File: src/rtl/token_stream_bridge_pkg.sv
// Shared types and constants for the token stream bridge.
package token_bridge_pkg;

    typedef enum logic [1:0] {IDLE, RUN, DRAIN, DONE} state_e;

    localparam int STAT_BUSY    = 0;
    localparam int STAT_DONE    = 1;
    localparam int STAT_TIMEOUT = 2;

endpackage

File: src/rtl/token_fifo.sv
// Synchronous show-ahead FIFO; the head word is visible whenever non-empty (zero when empty).
module token_fifo #(
    parameter int WIDTH = 8,
    parameter int DEPTH = 16
) (
    input  logic                       clk,
    input  logic                       rst_n,
    input  logic                       flush,
    input  logic                       push,
    input  logic                       pop,
    input  logic [WIDTH-1:0]           din,
    output logic [WIDTH-1:0]           dout,
    output logic                       full,
    output logic                       empty,
    output logic [$clog2(DEPTH):0]     level
);
    localparam int AW = $clog2(DEPTH);

    logic [WIDTH-1:0] mem_q [DEPTH];
    logic [AW:0]      wr_q, wr_d, rd_q, rd_d;
    logic             push_ok, pop_ok;

    assign empty = (wr_q == rd_q);
    assign full  = (wr_q[AW] != rd_q[AW]) && (wr_q[AW-1:0] == rd_q[AW-1:0]);
    assign level = wr_q - rd_q;
    assign dout  = empty ? '0 : mem_q[rd_q[AW-1:0]];

    // A push into a full FIFO is legal when a pop frees the slot in the same cycle.
    always_comb begin
        pop_ok  = pop && !empty;
        push_ok = push && (!full || pop_ok);
        wr_d    = wr_q + {{AW{1'b0}}, push_ok};
        rd_d    = rd_q + {{AW{1'b0}}, pop_ok};
        if (flush) begin
            wr_d = '0;
            rd_d = '0;
        end
    end

    always_ff @(posedge clk or negedge rst_n) begin
        if (!rst_n) begin
            wr_q <= '0;
            rd_q <= '0;
        end else begin
            wr_q <= wr_d;
            rd_q <= rd_d;
        end
    end

    always_ff @(posedge clk) begin
        if (push_ok && !flush) mem_q[wr_q[AW-1:0]] <= din;
    end

endmodule

File: src/rtl/token_stream_bridge.sv
// GPIO <-> inference token bridge: execute-edge start, show-ahead token FIFO, toggle pop, status.
// Optional stall watchdog enabled with TOKEN_BRIDGE_TIMEOUT_EN.
module token_stream_bridge
    import token_bridge_pkg::*;
#(
    parameter int CHAR_W      = 8,
    parameter int COUNT_W     = 12,
    parameter int FIFO_DEPTH  = 16,
    parameter int TIMEOUT_CYC = 16777216
) (
    input  logic                              clk,
    input  logic                              reset_rtl_0,
    input  logic                              gpio_execute_i,
    input  logic                              gpio_pop_toggle_i,
    output logic                              start_o,
    input  logic                              tok_valid_i,
    input  logic [CHAR_W-1:0]                 tok_data_i,
    input  logic                              tok_last_i,
    output logic                              tok_ready_o,
    output logic [CHAR_W-1:0]                 gpio_head_ascii_o,
    output logic                              gpio_head_valid_o,
    output logic [$clog2(FIFO_DEPTH+1)-1:0]   gpio_fifo_level_o,
    output logic [COUNT_W-1:0]                gpio_generate_count_o,
    output logic [2:0]                        gpio_status_o,
    output logic                              abort_o
);
    localparam int LVL_W = $clog2(FIFO_DEPTH+1);

    if ((FIFO_DEPTH < 2) || ((FIFO_DEPTH & (FIFO_DEPTH - 1)) != 0)) begin : g_bad_depth
        $error("FIFO_DEPTH must be a power of two, at least 2");
    end
    if (TIMEOUT_CYC < 2) begin : g_bad_timeout
        $error("TIMEOUT_CYC must be at least 2");
    end

    state_e             state_q, state_d;
    logic               exec_q, pop_q;
    logic [COUNT_W-1:0] count_q, count_d;
    logic               exec_rise, pop_req, start, accept, abort, timeout_bit;
    logic               fifo_full, fifo_empty;
    logic [LVL_W-1:0]   fifo_level, level_after;

`ifdef TOKEN_BRIDGE_TIMEOUT_EN
    localparam int TMR_W = $clog2(TIMEOUT_CYC);
    logic [TMR_W-1:0] tmr_q, tmr_d;
    logic             timeout_q, timeout_d;

    always_ff @(posedge clk or negedge reset_rtl_0) begin
        if (!reset_rtl_0) begin
            tmr_q     <= '0;
            timeout_q <= 1'b0;
        end else begin
            tmr_q     <= tmr_d;
            timeout_q <= timeout_d;
        end
    end
    assign timeout_bit = timeout_q;
`else
    assign timeout_bit = 1'b0;
`endif

    assign exec_rise   = gpio_execute_i && !exec_q;
    assign pop_req     = gpio_pop_toggle_i ^ pop_q;
    assign tok_ready_o = (state_q == RUN) && !fifo_full;
    assign accept      = tok_valid_i && tok_ready_o;
    assign level_after = fifo_level + LVL_W'(accept) - LVL_W'(pop_req && !fifo_empty);

    always_comb begin
        state_d = state_q;
        count_d = count_q;
        start   = 1'b0;
        abort   = 1'b0;
`ifdef TOKEN_BRIDGE_TIMEOUT_EN
        tmr_d     = tmr_q;
        timeout_d = timeout_q;
`endif
        case (state_q)
            IDLE, DONE: begin
                if (exec_rise) begin
                    start   = 1'b1;
                    state_d = RUN;
                    count_d = '0;
`ifdef TOKEN_BRIDGE_TIMEOUT_EN
                    tmr_d     = '0;
                    timeout_d = 1'b0;
`endif
                end
            end
            RUN: begin
                if (accept) begin
                    if (count_q != '1) count_d = count_q + 1'b1;
`ifdef TOKEN_BRIDGE_TIMEOUT_EN
                    tmr_d = '0;
`endif
                    if (tok_last_i) state_d = (level_after != '0) ? DRAIN : DONE;
                end
`ifdef TOKEN_BRIDGE_TIMEOUT_EN
                else if (tmr_q == TMR_W'(TIMEOUT_CYC - 1)) begin
                    abort     = 1'b1;
                    timeout_d = 1'b1;
                    state_d   = (level_after != '0) ? DRAIN : DONE;
                end else begin
                    tmr_d = tmr_q + 1'b1;
                end
`endif
            end
            DRAIN: begin
                if (level_after == '0) state_d = DONE;
            end
            default: state_d = IDLE;
        endcase
    end

    // Execute shadow resets high so a level already asserted at reset release is not an edge.
    always_ff @(posedge clk or negedge reset_rtl_0) begin
        if (!reset_rtl_0) begin
            state_q <= IDLE;
            exec_q  <= 1'b1;
            pop_q   <= 1'b0;
            count_q <= '0;
        end else begin
            state_q <= state_d;
            exec_q  <= gpio_execute_i;
            pop_q   <= gpio_pop_toggle_i;
            count_q <= count_d;
        end
    end

    token_fifo #(.WIDTH(CHAR_W), .DEPTH(FIFO_DEPTH)) u_fifo (
        .clk   (clk),
        .rst_n (reset_rtl_0),
        .flush (start),
        .push  (accept),
        .pop   (pop_req),
        .din   (tok_data_i),
        .dout  (gpio_head_ascii_o),
        .full  (fifo_full),
        .empty (fifo_empty),
        .level (fifo_level)
    );

    always_comb begin
        gpio_status_o               = '0;
        gpio_status_o[STAT_BUSY]    = (state_q == RUN) || (state_q == DRAIN);
        gpio_status_o[STAT_DONE]    = (state_q == DONE);
        gpio_status_o[STAT_TIMEOUT] = timeout_bit;
    end

    assign start_o               = start;
    assign abort_o               = abort;
    assign gpio_head_valid_o     = !fifo_empty;
    assign gpio_fifo_level_o     = fifo_level;
    assign gpio_generate_count_o = count_q;

endmodule

File: config.mk
export PLATFORM = sky130hd
export DESIGN_NAME = token_stream_bridge
export DESIGN_NICKNAME = d
export VERILOG_FILES = /design/src/rtl/token_stream_bridge_pkg.sv /design/src/rtl/token_fifo.sv /design/src/rtl/token_stream_bridge.sv
export SDC_FILE = /design/constraint.sdc
export NUM_CORES = 1
export LEC_CHECK = 0
export ABC_AREA = 1
export ABC_CLOCK_PERIOD_IN_PS = 4300
export BUFFER_PORTS_ARGS = -buffer_cell sky130_fd_sc_hd__buf_4
export CORE_MARGIN = 5
export CORE_UTILIZATION = 60
export DETAILED_ROUTE_END_ITERATION = 7
export PLACE_DENSITY = 0.79
export SYNTH_ARGS = -nofsm -noshare
export SYNTH_HDL_FRONTEND = slang
export SYNTH_SLANG_ARGS = --single-unit
File: constraint.sdc
create_clock -name clk -period 4.3 [get_ports clk]
set_clock_uncertainty 0.05 [all_clocks]
set_input_delay 0.215 -clock clk [delete_from_list [all_inputs] [get_ports clk]]
set_output_delay 0.215 -clock clk [all_outputs]
set_load 0.1 [all_outputs]
==> impl_metrics.env <==
export IMPL_worst_ep_arrival_time_ps=3240
export IMPL_ys_seq_area_frac=0.644
export IMPL_synthesis_area_mm2=0.00698
export IMPL_fin_ws_ps=794
export IMPL_synth_async_sr_flop_share=0.169
export IMPL_drive_above_1_share=0.153
export IMPL_dp_hpwl_um=10400
export IMPL_max_stage_delay_ps=820
export IMPL_required_ps=4030
export IMPL_cpMostUsedCell="buf_4"
export IMPL_r2r_end="state_q[1]$_DFFE_PN0P_"
export IMPL_path_class="register to output pin"
export IMPL_fmax_mhz=285
export IMPL_grt_overflow=0
export IMPL_cts_resized=0
export IMPL_grt_use_total=0.241
export IMPL_fin_tns_setup_ps=0
export IMPL_io_pins=46
export IMPL_start_util=0.611
export IMPL_whs_endpoint="u_fifo.mem_q[11][4]$_DFFE_PP_"
export IMPL_ys_ff_latch=154
export IMPL_worstHoldStart="tok_data_i[4]"
export IMPL_worst_path_max_delay_cell="inv_2"
export IMPL_crit_chain="buf_4 -> inv_2 -> o21ai_0 -> o221ai_1 -> nand3_1 -> a21oi_1 -> buf_4"
export IMPL_wirelength_um=16400
export IMPL_ys_types=38
export IMPL_setup_viol=0
export IMPL_finalCriticalPeriod_ps=3510
export IMPL_worstMarginPinSlew_ps=1000
export IMPL_r2r_start="u_fifo.rd_q[3]$_DFF_PN0_"
export IMPL_synth_top_area_share=0.551
export IMPL_post_route_period_util=0.815
export IMPL_drt_iter0_markers=514
export IMPL_viasPerCell=6.02
export IMPL_dieWidth_um=118
export IMPL_rsz0062_at_grt="false"
export IMPL_grt_pass1_wl_um=26200
export IMPL_path_buf_inv=3
export IMPL_synth_avg_cell_area_um2=11.1
export IMPL_core_area_mm2=0.0114
export IMPL_rows=39
export IMPL_run_status="finished clean"
export IMPL_grt_pass1_vias=4999
export IMPL_htree_levels=4
export IMPL_ys_warnings_count=0
export IMPL_io_buffer_count=43
export IMPL_ant_nets=0
export IMPL_fill_cells=796
export IMPL_numCtsBuffers=17
export IMPL_tritoncts="built"
export IMPL_hold_violations=0
export IMPL_antenna_found_initial=0
export IMPL_min_path_cells=1
export IMPL_cts_max_path_buffers=2
export IMPL_synth_enable_flop_cells=128
export IMPL_clock_root_buffer="clkbuf_16"
export IMPL_slew_headroom=0.332
export IMPL_critical_path_max_fanout=66
export IMPL_seq_area_mm2=0.00450
export IMPL_crit_cells=7
export IMPL_multiInputGateArea_mm2=0.00214
export IMPL_hp_class="input pin to register"
export IMPL_syn2layout_area_growth_pct=15.7
export IMPL_die_y_um=118
export IMPL_fin_nets=712
export IMPL_wl_per_cell_um=19.7
export IMPL_clock_latency_ps=410
export IMPL_dr_pass1_iters=7
export IMPL_clk_pin_slew_worst_paths_ps=60
export IMPL_startpoint_type="register"
export IMPL_drc=0
export IMPL_slew_violations=0
export IMPL_n_antenna_cell=0
export IMPL_die_area_mm2=0.0139
export IMPL_max_cap_viol_count=0
export IMPL_synth_most_common_cell="edfxtp_1"
export IMPL_synth_area_leaders="edfxtp_1 (55%), dfrtp_1 (9.0%), nor2_1 (5.3%)"
export IMPL_grt_max_degree=67
export IMPL_yosys_most_used_dff="edfxtp_1"
export IMPL_dp_slack_ps=875
export IMPL_clock_sinks=154
export IMPL_reg2reg_depth=21
export IMPL_netlist_top_cells_count="edfxtp_1 (128), nor2_1 (98), nand2_1 (73)"
export IMPL_end_kind="output pin"
export IMPL_rrSetupSlack_ps=850
export IMPL_gp_congestion=0.922
export IMPL_critPathTopFamily="buffers and inverters"
export IMPL_synthCells=629
export IMPL_synth_area_leader_cell="edfxtp_1"
export IMPL_num_vias=5029
==> per-stage QoR <==
| step | cell area [µm²] | util | hold WS (ps) | cells |
|---|---|---|---|---|
| detailed placement | 7440 | 0.651 | 103 | 800 |
| global placement | 7440 | 0.651 | 91.9 | 800 |
| finish | 8070 | 0.707 | 73.0 | 835 |
| floorplan | 7000 | - | -131 | 630 |
| global route | 8070 | 0.707 | 68.2 | 835 |
| CTS | 8070 | 0.707 | 59.3 | 835 |
==> worst reg2reg max path: cells and delay by family, from the launching register on <==
| kind | cells | cell delay, ps |
|---|---|---|
| fa+ha+maj | 4 | 1200 |
| simple gates | 11 | 1180 |
| flops | 1 | 410 |
| buf+inv | 5 | 370 |
| xor+xnor | 1 | 150 |
==> layout make-up <==
type,count,share of cell area
sequential,154,0.557
multi-input combinational,394,0.266
clock buffer,22,0.0600
timing repair buffer,59,0.0558
inverter,53,0.0247
tap,143,0.0222
clock inverter,10,0.0143
==> layer usage <==
metal / global-route usage / routed length, µm
met1: 0.318 / 6760
met2: 0.398 / 8130
met3: 0.0596 / 1270
met4: 0.0710 / 279
met5: 0 / 0
==> how the worst max path moves through the flow <==
| stage | start | to | slack (ps) |
|---|---|---|---|
| after floorplan | u_fifo.wr_q[0]$_DFF_PN0_ | state_q[0]$_DFFE_PN0P_ | 60 |
| after CTS | u_fifo.rd_q[0]$_DFF_PN0_ | gpio_head_ascii_o[3] | 800 |
| after global placement | u_fifo.rd_q[3]$_DFF_PN0_ | state_q[0]$_DFFE_PN0P_ | 1040 |
| after detailed placement | u_fifo.rd_q[3]$_DFF_PN0_ | state_q[1]$_DFFE_PN0P_ | 880 |
| final | u_fifo.rd_q[0]$_DFF_PN0_ | gpio_head_ascii_o[3] | 790 |
| after global routing | u_fifo.rd_q[3]$_DFF_PN0_ | state_q[0]$_DFFE_PN0P_ | 510 |
==> kinds of logic (layout without fill, tap and decap cells) <==
| logic type | Yosys count | count (layout) | share of synthesized area |
|---|---|---|---|
| simple gates | 227 | 227 | 0.136 |
| flops | 154 | 154 | 0.644 |
| compound gates | 135 | 135 | 0.117 |
| buf+inv | 82 | 144 | 0.0515 |
| fa+ha+maj | 19 | 19 | 0.0362 |
| xor+xnor | 10 | 10 | 0.0126 |
| other cells | 1 | 2 | 0.000538 |
| mux | 1 | 1 | 0.00144 |
==> registers in the layout, summed over array words and instances, names as in the netlist <==
signal	count
pop_q	1
gpio_generate_count_o	12
state_q	2
u_fifo.rd_q	5
exec_q	1
u_fifo.mem_q	128
u_fifo.wr_q	5
==> timing repair <==
| item | in CTS | in global routing |
|---|---|---|
| hold buffers | 3 | 0 |
| buffers inserted | 0 | 0 |
| hold endpoints to repair | 28 | 0 |
==> cells in the final DEF, fill, tap and decap left out, types with 4 or more instances in the layout <==
cell	count
clkbuf_8	4
inv_1	50
xor2_1	7
nor2_1	98
nor3_1	8
buf_4	56
nand4_1	6
nand2_1	72
o21ai_0	67
edfxtp_1	128
clkbuf_16	17
o21ai_2	6
nand3_1	36
ha_1	17
o221ai_1	21
dfrtp_1	24
a21oi_1	19
o22ai_1	9
o31ai_1	6
Power is not shown: default switching activity piles up to over one toggle a cycle in this logic, so the estimate is an artifact.
